`config.mk`:
```
export PLATFORM = sky130hd
export DESIGN_NAME = if1_stage
export DESIGN_NICKNAME = d
export VERILOG_FILES = /design/src/rtl/if1_stage.sv
export SDC_FILE = /design/constraint.sdc
export NUM_CORES = 1
export LEC_CHECK = 0
export BUFFER_PORTS_ARGS = -buffer_cell sky130_fd_sc_hd__buf_2
export CAP_MARGIN = 20
export CELL_PAD_IN_SITES_DETAIL_PLACEMENT = 0
export CELL_PAD_IN_SITES_GLOBAL_PLACEMENT = 1
export CORE_ASPECT_RATIO = 1.75
export CORE_UTILIZATION = 30
export CTS_CLUSTER_DIAMETER = 60
export CTS_CLUSTER_SIZE = 14
export DETAILED_ROUTE_END_ITERATION = 8
export GPL_ROUTABILITY_DRIVEN = 1
export GPL_TIMING_DRIVEN = 0
export PLACE_DENSITY = 0.63
export REMOVE_ABC_BUFFERS = 1
export SLEW_MARGIN = 25
export SYNTH_ARGS = -nofsm -noshare
export SYNTH_HDL_FRONTEND = slang
export SYNTH_SLANG_ARGS = --single-unit
```
`constraint.sdc`:
```
create_clock -name clk -period 7.4 [get_ports clk]
set_input_delay 0.74 -clock clk [delete_from_list [all_inputs] [get_ports clk]]
set_output_delay 0.74 -clock clk [all_outputs]
set_load 0.02 [all_outputs]
```
`src/rtl/if1_stage.sv`:
```
// IF1 fetch stage: 4-entry in-order buffer pairing IF0 entries with icache responses.
// Define IF1_PERF_EN to add the perf_fetch_cnt / perf_stall_cnt counters.
`ifndef IF0_TO_IF1_BUS_WD
`define IF0_TO_IF1_BUS_WD 56
`endif
`ifndef IF1_TO_ID_BUS_WD
`define IF1_TO_ID_BUS_WD 88
`endif

module if1_stage (
    input  logic                          clk,
    input  logic                          rst,
    input  logic                          flush_IF,
    input  logic [`IF0_TO_IF1_BUS_WD-1:0] if0_if1_bus,
    input  logic                          IF0_valid,
    output logic                          IF1_ready,
    input  logic                          req_fire,
    input  logic                          data_ok,
    input  logic [31:0]                   rdata,
    output logic                          id_valid,
    input  logic                          id_ready,
    output logic [`IF1_TO_ID_BUS_WD-1:0]  id_bus
`ifdef IF1_PERF_EN
    ,
    output logic [31:0]                   perf_fetch_cnt,
    output logic [31:0]                   perf_stall_cnt
`endif
);

    localparam int unsigned BusWd   = `IF0_TO_IF1_BUS_WD;
    localparam int unsigned Depth   = 4;
    localparam logic [31:0] ExcpNop = 32'h03400000;

    logic [BusWd-1:0] bus_q  [Depth];
    logic [BusWd-1:0] bus_d  [Depth];
    logic [31:0]      inst_q [Depth];
    logic [31:0]      inst_d [Depth];
    logic [Depth-1:0] done_q, done_d;
    logic [1:0]       head_q, head_d, tail_q, tail_d;
    logic [2:0]       count_q, count_d;
    logic [2:0]       outstanding_q, outstanding_d;
    logic [2:0]       drop_cnt_q, drop_cnt_d;

    logic       capture, pop, dropping, fill_ok, out_dec, cap_excp;
    logic       fill_hit;
    logic [1:0] fill_idx;

    assign capture   = IF0_valid & ~flush_IF;
    assign cap_excp  = if0_if1_bus[BusWd-1];
    assign id_valid  = (count_q != 3'd0) & done_q[head_q];
    assign id_bus    = {bus_q[head_q], inst_q[head_q]};
    assign IF1_ready = (count_q <= 3'd2);
    assign pop       = id_valid & id_ready & ~flush_IF;
    assign dropping  = data_ok & (drop_cnt_q != 3'd0);
    assign fill_ok   = data_ok & ~dropping;
    // Responses that arrive after reset are untracked; keep outstanding from wrapping below zero.
    assign out_dec   = data_ok & ((outstanding_q != 3'd0) | req_fire);

    // Oldest live entry still waiting on the cache.
    always_comb begin
        fill_hit = 1'b0;
        fill_idx = head_q;
        for (int i = 0; i < Depth; i++) begin
            if (!fill_hit && (3'(i) < count_q) && !done_q[head_q + 2'(i)]
                && !bus_q[head_q + 2'(i)][BusWd-1]) begin
                fill_hit = 1'b1;
                fill_idx = head_q + 2'(i);
            end
        end
    end

    always_comb begin
        bus_d         = bus_q;
        inst_d        = inst_q;
        done_d        = done_q;
        head_d        = head_q + {1'b0, pop};
        tail_d        = tail_q + {1'b0, capture};
        count_d       = count_q + {2'b0, capture} - {2'b0, pop};
        outstanding_d = outstanding_q + {2'b0, req_fire} - {2'b0, out_dec};
        drop_cnt_d    = dropping ? drop_cnt_q - 3'd1 : drop_cnt_q;

        if (capture) begin
            bus_d[tail_q]  = if0_if1_bus;
            inst_d[tail_q] = cap_excp ? ExcpNop : 32'h0;
            done_d[tail_q] = cap_excp;
        end

        if (fill_ok && fill_hit) begin
            inst_d[fill_idx] = rdata;
            done_d[fill_idx] = 1'b1;
        end else if (fill_ok && capture && !cap_excp) begin
            inst_d[tail_q] = rdata;
            done_d[tail_q] = 1'b1;
        end

        if (flush_IF) begin
            head_d     = 2'd0;
            tail_d     = 2'd0;
            count_d    = 3'd0;
            done_d     = '0;
            drop_cnt_d = outstanding_d;
        end
    end

    always_ff @(posedge clk) begin
        if (rst) begin
            for (int i = 0; i < Depth; i++) begin
                bus_q[i]  <= '0;
                inst_q[i] <= '0;
            end
            done_q        <= '0;
            head_q        <= 2'd0;
            tail_q        <= 2'd0;
            count_q       <= 3'd0;
            outstanding_q <= 3'd0;
            drop_cnt_q    <= 3'd0;
        end else begin
            bus_q         <= bus_d;
            inst_q        <= inst_d;
            done_q        <= done_d;
            head_q        <= head_d;
            tail_q        <= tail_d;
            count_q       <= count_d;
            outstanding_q <= outstanding_d;
            drop_cnt_q    <= drop_cnt_d;
        end
    end

`ifndef SYNTHESIS
    // IF1_ready leaves a slot for the entry already in IF0; a fifth capture is a protocol bug.
    always_ff @(posedge clk) begin
        if (!rst && capture) begin
            assert (count_q != 3'd4);
        end
    end
`endif

`ifdef IF1_PERF_EN
    logic [31:0] fetch_cnt_q, stall_cnt_q;

    always_ff @(posedge clk) begin
        if (rst) begin
            fetch_cnt_q <= '0;
            stall_cnt_q <= '0;
        end else begin
            if (pop) begin
                fetch_cnt_q <= fetch_cnt_q + 32'd1;
            end
            if ((count_q != 3'd0) && !done_q[head_q]) begin
                stall_cnt_q <= stall_cnt_q + 32'd1;
            end
        end
    end

    assign perf_fetch_cnt = fetch_cnt_q;
    assign perf_stall_cnt = stall_cnt_q;
`endif

endmodule
```
==> metrics.md <==
| Metric | Value |
|---|---|
| Synthesized cell area | 16,080 µm² |
| Top FF cell, synth | dfxtp_1 |
| Status | finished, final reports clean |
| Cts hold-fix bufs | 0 |
| First-pass GRT wire length | 83.94 mm |
| Max_cap viols | 0 |
| Worst Path Required | slightly below 8 ns |
| Final Critical Period | 4.586 ns |
| TritonCTS clock tree | built |
| Initial antenna violation count | 5 |
| Worst hold slack | 0.4515 ns |
| Hold Path Class | reg2reg |
| Worst-path fanout max | 39 |
| First-pass DRT Iterations | 5 |
| Final hold vios | 0 |
| Cell row count | between 100 and 150 |
| Setup crit start kind | register |
| Max-slew violation count | 0 |
| CTS buffer count | 36 |
| DP Wirelength | about 35 mm |
| Setup TNS | 0 ns |
| Post-CTS resize count | 0 |
| Vias in the first global route | between 10,000 and 15,000 |
| Nets | 1,971 |
| Final setup vio count | 0 |
| R2r setup slk | 2.81 ns |
| Total grt overflow | 0 |
| Routed vias/inst | approximately 5.4 |
| Post-route antenna net violation count | 0 |
| Layout area overhead | 20.69% |
| Synthesized instance count | 1,756 |
| Finished layout cell area | 19,410 µm² |
| CP Capture Type | register |
| WL final | 54.19 mm |
| Core area | around 53,000 µm² |
| Port buffer count | 184 |
| Die Y | approximately 310 µm |
| Post-CTS Setup Inserts | 0 |
| Relative slew slack | 0.4538 |
| Die width | 177.0 µm |
| FF+latch count, synth | around 370 |
| Worst clock skew | ~0.02 ns |
| Maximum VDD drop | 171.3 µV |
| Final Wtd Congestion | 0.7921 |
| Total track usage | 0.1982 |
| Slew @ Worst Pin | slightly above 0.8 ns |
| Worst path max stage delay | 0.79 ns |
| EDFF count, synth | 0 |
| Async SR Flop Fraction | 0 |
| Leakage | 6.741 nW |
| CTS Root Cell | clkbuf_16 |
| Layout cell share with drive strength beyond 1 | 0.2151 |
| Iter 0 DRT Violations | ~820 |
| Worst path slowest cell | dfxtp_4 |
| RSZ-0062 raised after global routing | no |
| FILL cells | 5,369 |
| Clock sinks | 369 |
| Syn avg cell area | 9.160 µm² |
| Seq/Total Area, Yosys | 0.4593 |
| Critical Path AT | between 5 and 6 ns |
| Die area | 54,580 µm² |
| # DRC | 0 |
| Ports | 185 |
| Critical-path cell list | buf_16, mux4_2, or2_1, a41o_1, a21o_1, xnor2_4, buf_16, buf_16, buf_16, a211oi_4, buf_8, buf_8, a22o_1 |
| Most frequent CP cell | buf_16 |
| Fmax | approximately 0.22 GHz |
| Clock-pin slew on the worst setup and hold paths | 0.07 ns |
| Synth warnings | 0 |
| Clock Latency Late Sink | 0.53 ns |
| Setup CP Type | reg2reg |
| PD cells | 220.2 nW/µm² |
| H-Tree Depth | 2 |
| Largest net degree at the start of global routing | 100 |
| Post-placement cell area | 18,300 µm² |
| Commonest non-fill, non-tap cell in the layout | nand2_1 |
| Most frequent cells in the layout | nand2_1, dfxtp_1, a21oi_1 |
| Tcrit/Tclk final | 0.6197 |
| Clk buf depth | 3 |
| Yosys cell types | 49 |
| Routed len/inst | 21.19 µm |
| Via count | 13,840 |
| Initial Util | 0.3056 |
-- per-stage QoR --
stage          setup slack, ns  power, W  utilization  instances
2_1_floorplan           -1.772  0.002300            -       1593
3_3_place_gp            -9.042  0.002462       0.3261       2455
3_5_place_dp             2.825  0.002493       0.3477       2504
4_1_cts                  2.808  0.004346       0.3688       2556
5_1_grt                  2.713  0.004440       0.3688       2556
6_report                 2.814  0.004274       0.3688       2557
-- layout make-up --
class | count | area (µm²) | share of cell area
well taps | 678 | 848.3 | 0.04370
clock inverters | 7 | 120.1 | 0.006188
clock buffers | 45 | 985.9 | 0.05079
multi-input cells | 1210 | 8102 | 0.4173
diodes | 1 | 2.502 | 0.0001289
inverters | 14 | 55.05 | 0.002836
repair buffers | 233 | 1904 | 0.09810
flip-flops and latches | 369 | 7395 | 0.3809
-- Yosys cell counts (16+ instances only) --
library cell	count	share of area
clkbuf_1	114	0.027
a22o_1	58	0.032
nand3_1	61	0.019
nor2_1	24	0.0056
nor2b_1	31	0.012
buf_1	22	0.0051
mux4_2	93	0.13
dfxtp_1	369	0.46
o211ai_1	58	0.027
o2111ai_1	58	0.032
nand2_1	483	0.11
buf_2	16	0.0050
a21oi_1	252	0.078
-- worst paths after layout --
check,startpoint,endpoint,depth (start not counted)
hold reg to reg,bus_q[160],bus_q[160],2
hold / removal,bus_q[160],bus_q[160],2
setup / recovery,head_q[1],inst_q[66],13
setup reg to reg,head_q[1],inst_q[66],13
-- flip-flops by register name, indices dropped and copies added, names as in the netlist --
register       count
bus_q            224
count_q            3
done_q             4
drop_cnt_q         3
head_q             2
inst_q           128
outstanding_q      3
tail_q             2
-- metal layers --
layer / global-route usage / vias to the layer above / routed length [µm]
li1: - / 6493 / -
met1: 0.2277 / 6789 / 21000
met2: 0.3596 / 436 / 28220
met3: 0.03415 / 111 / 3270
met4: 0.07518 / 8 / 1645
met5: 0 / - / 50
-- cell families after synthesis --
family,Yosys count,share of synthesized area
AO/OA/AOI/OAI,463,0.1861
XOR/XNOR,8,0.004823
adder cells (fa/ha/maj),12,0.01027
buffers and inverters,177,0.04605
flip-flops,369,0.4593
multiplexers,94,0.1309
AND/OR/NAND/NOR,633,0.1626
-- critical path: cells and delay by family (launching register included) --
family | cells | cell delay, ns
flops | 1 | 0.79
mux | 1 | 0.61
buf+inv | 6 | 1.28
simple gates | 1 | 0.27
compound gates | 4 | 1.29
xor+xnor | 1 | 0.22
-- power breakdown --
part	leakage (nW)	total, W	switching, W	internal [W]
registers	2.98	0.00205	0.0000249	0.00203
clock network	0.536	0.00183	0.000814	0.00101
logic	3.22	0.000393	0.000245	0.000149
total	6.74	0.00427	0.00108	0.00319
(Power assumes the default switching activity.)
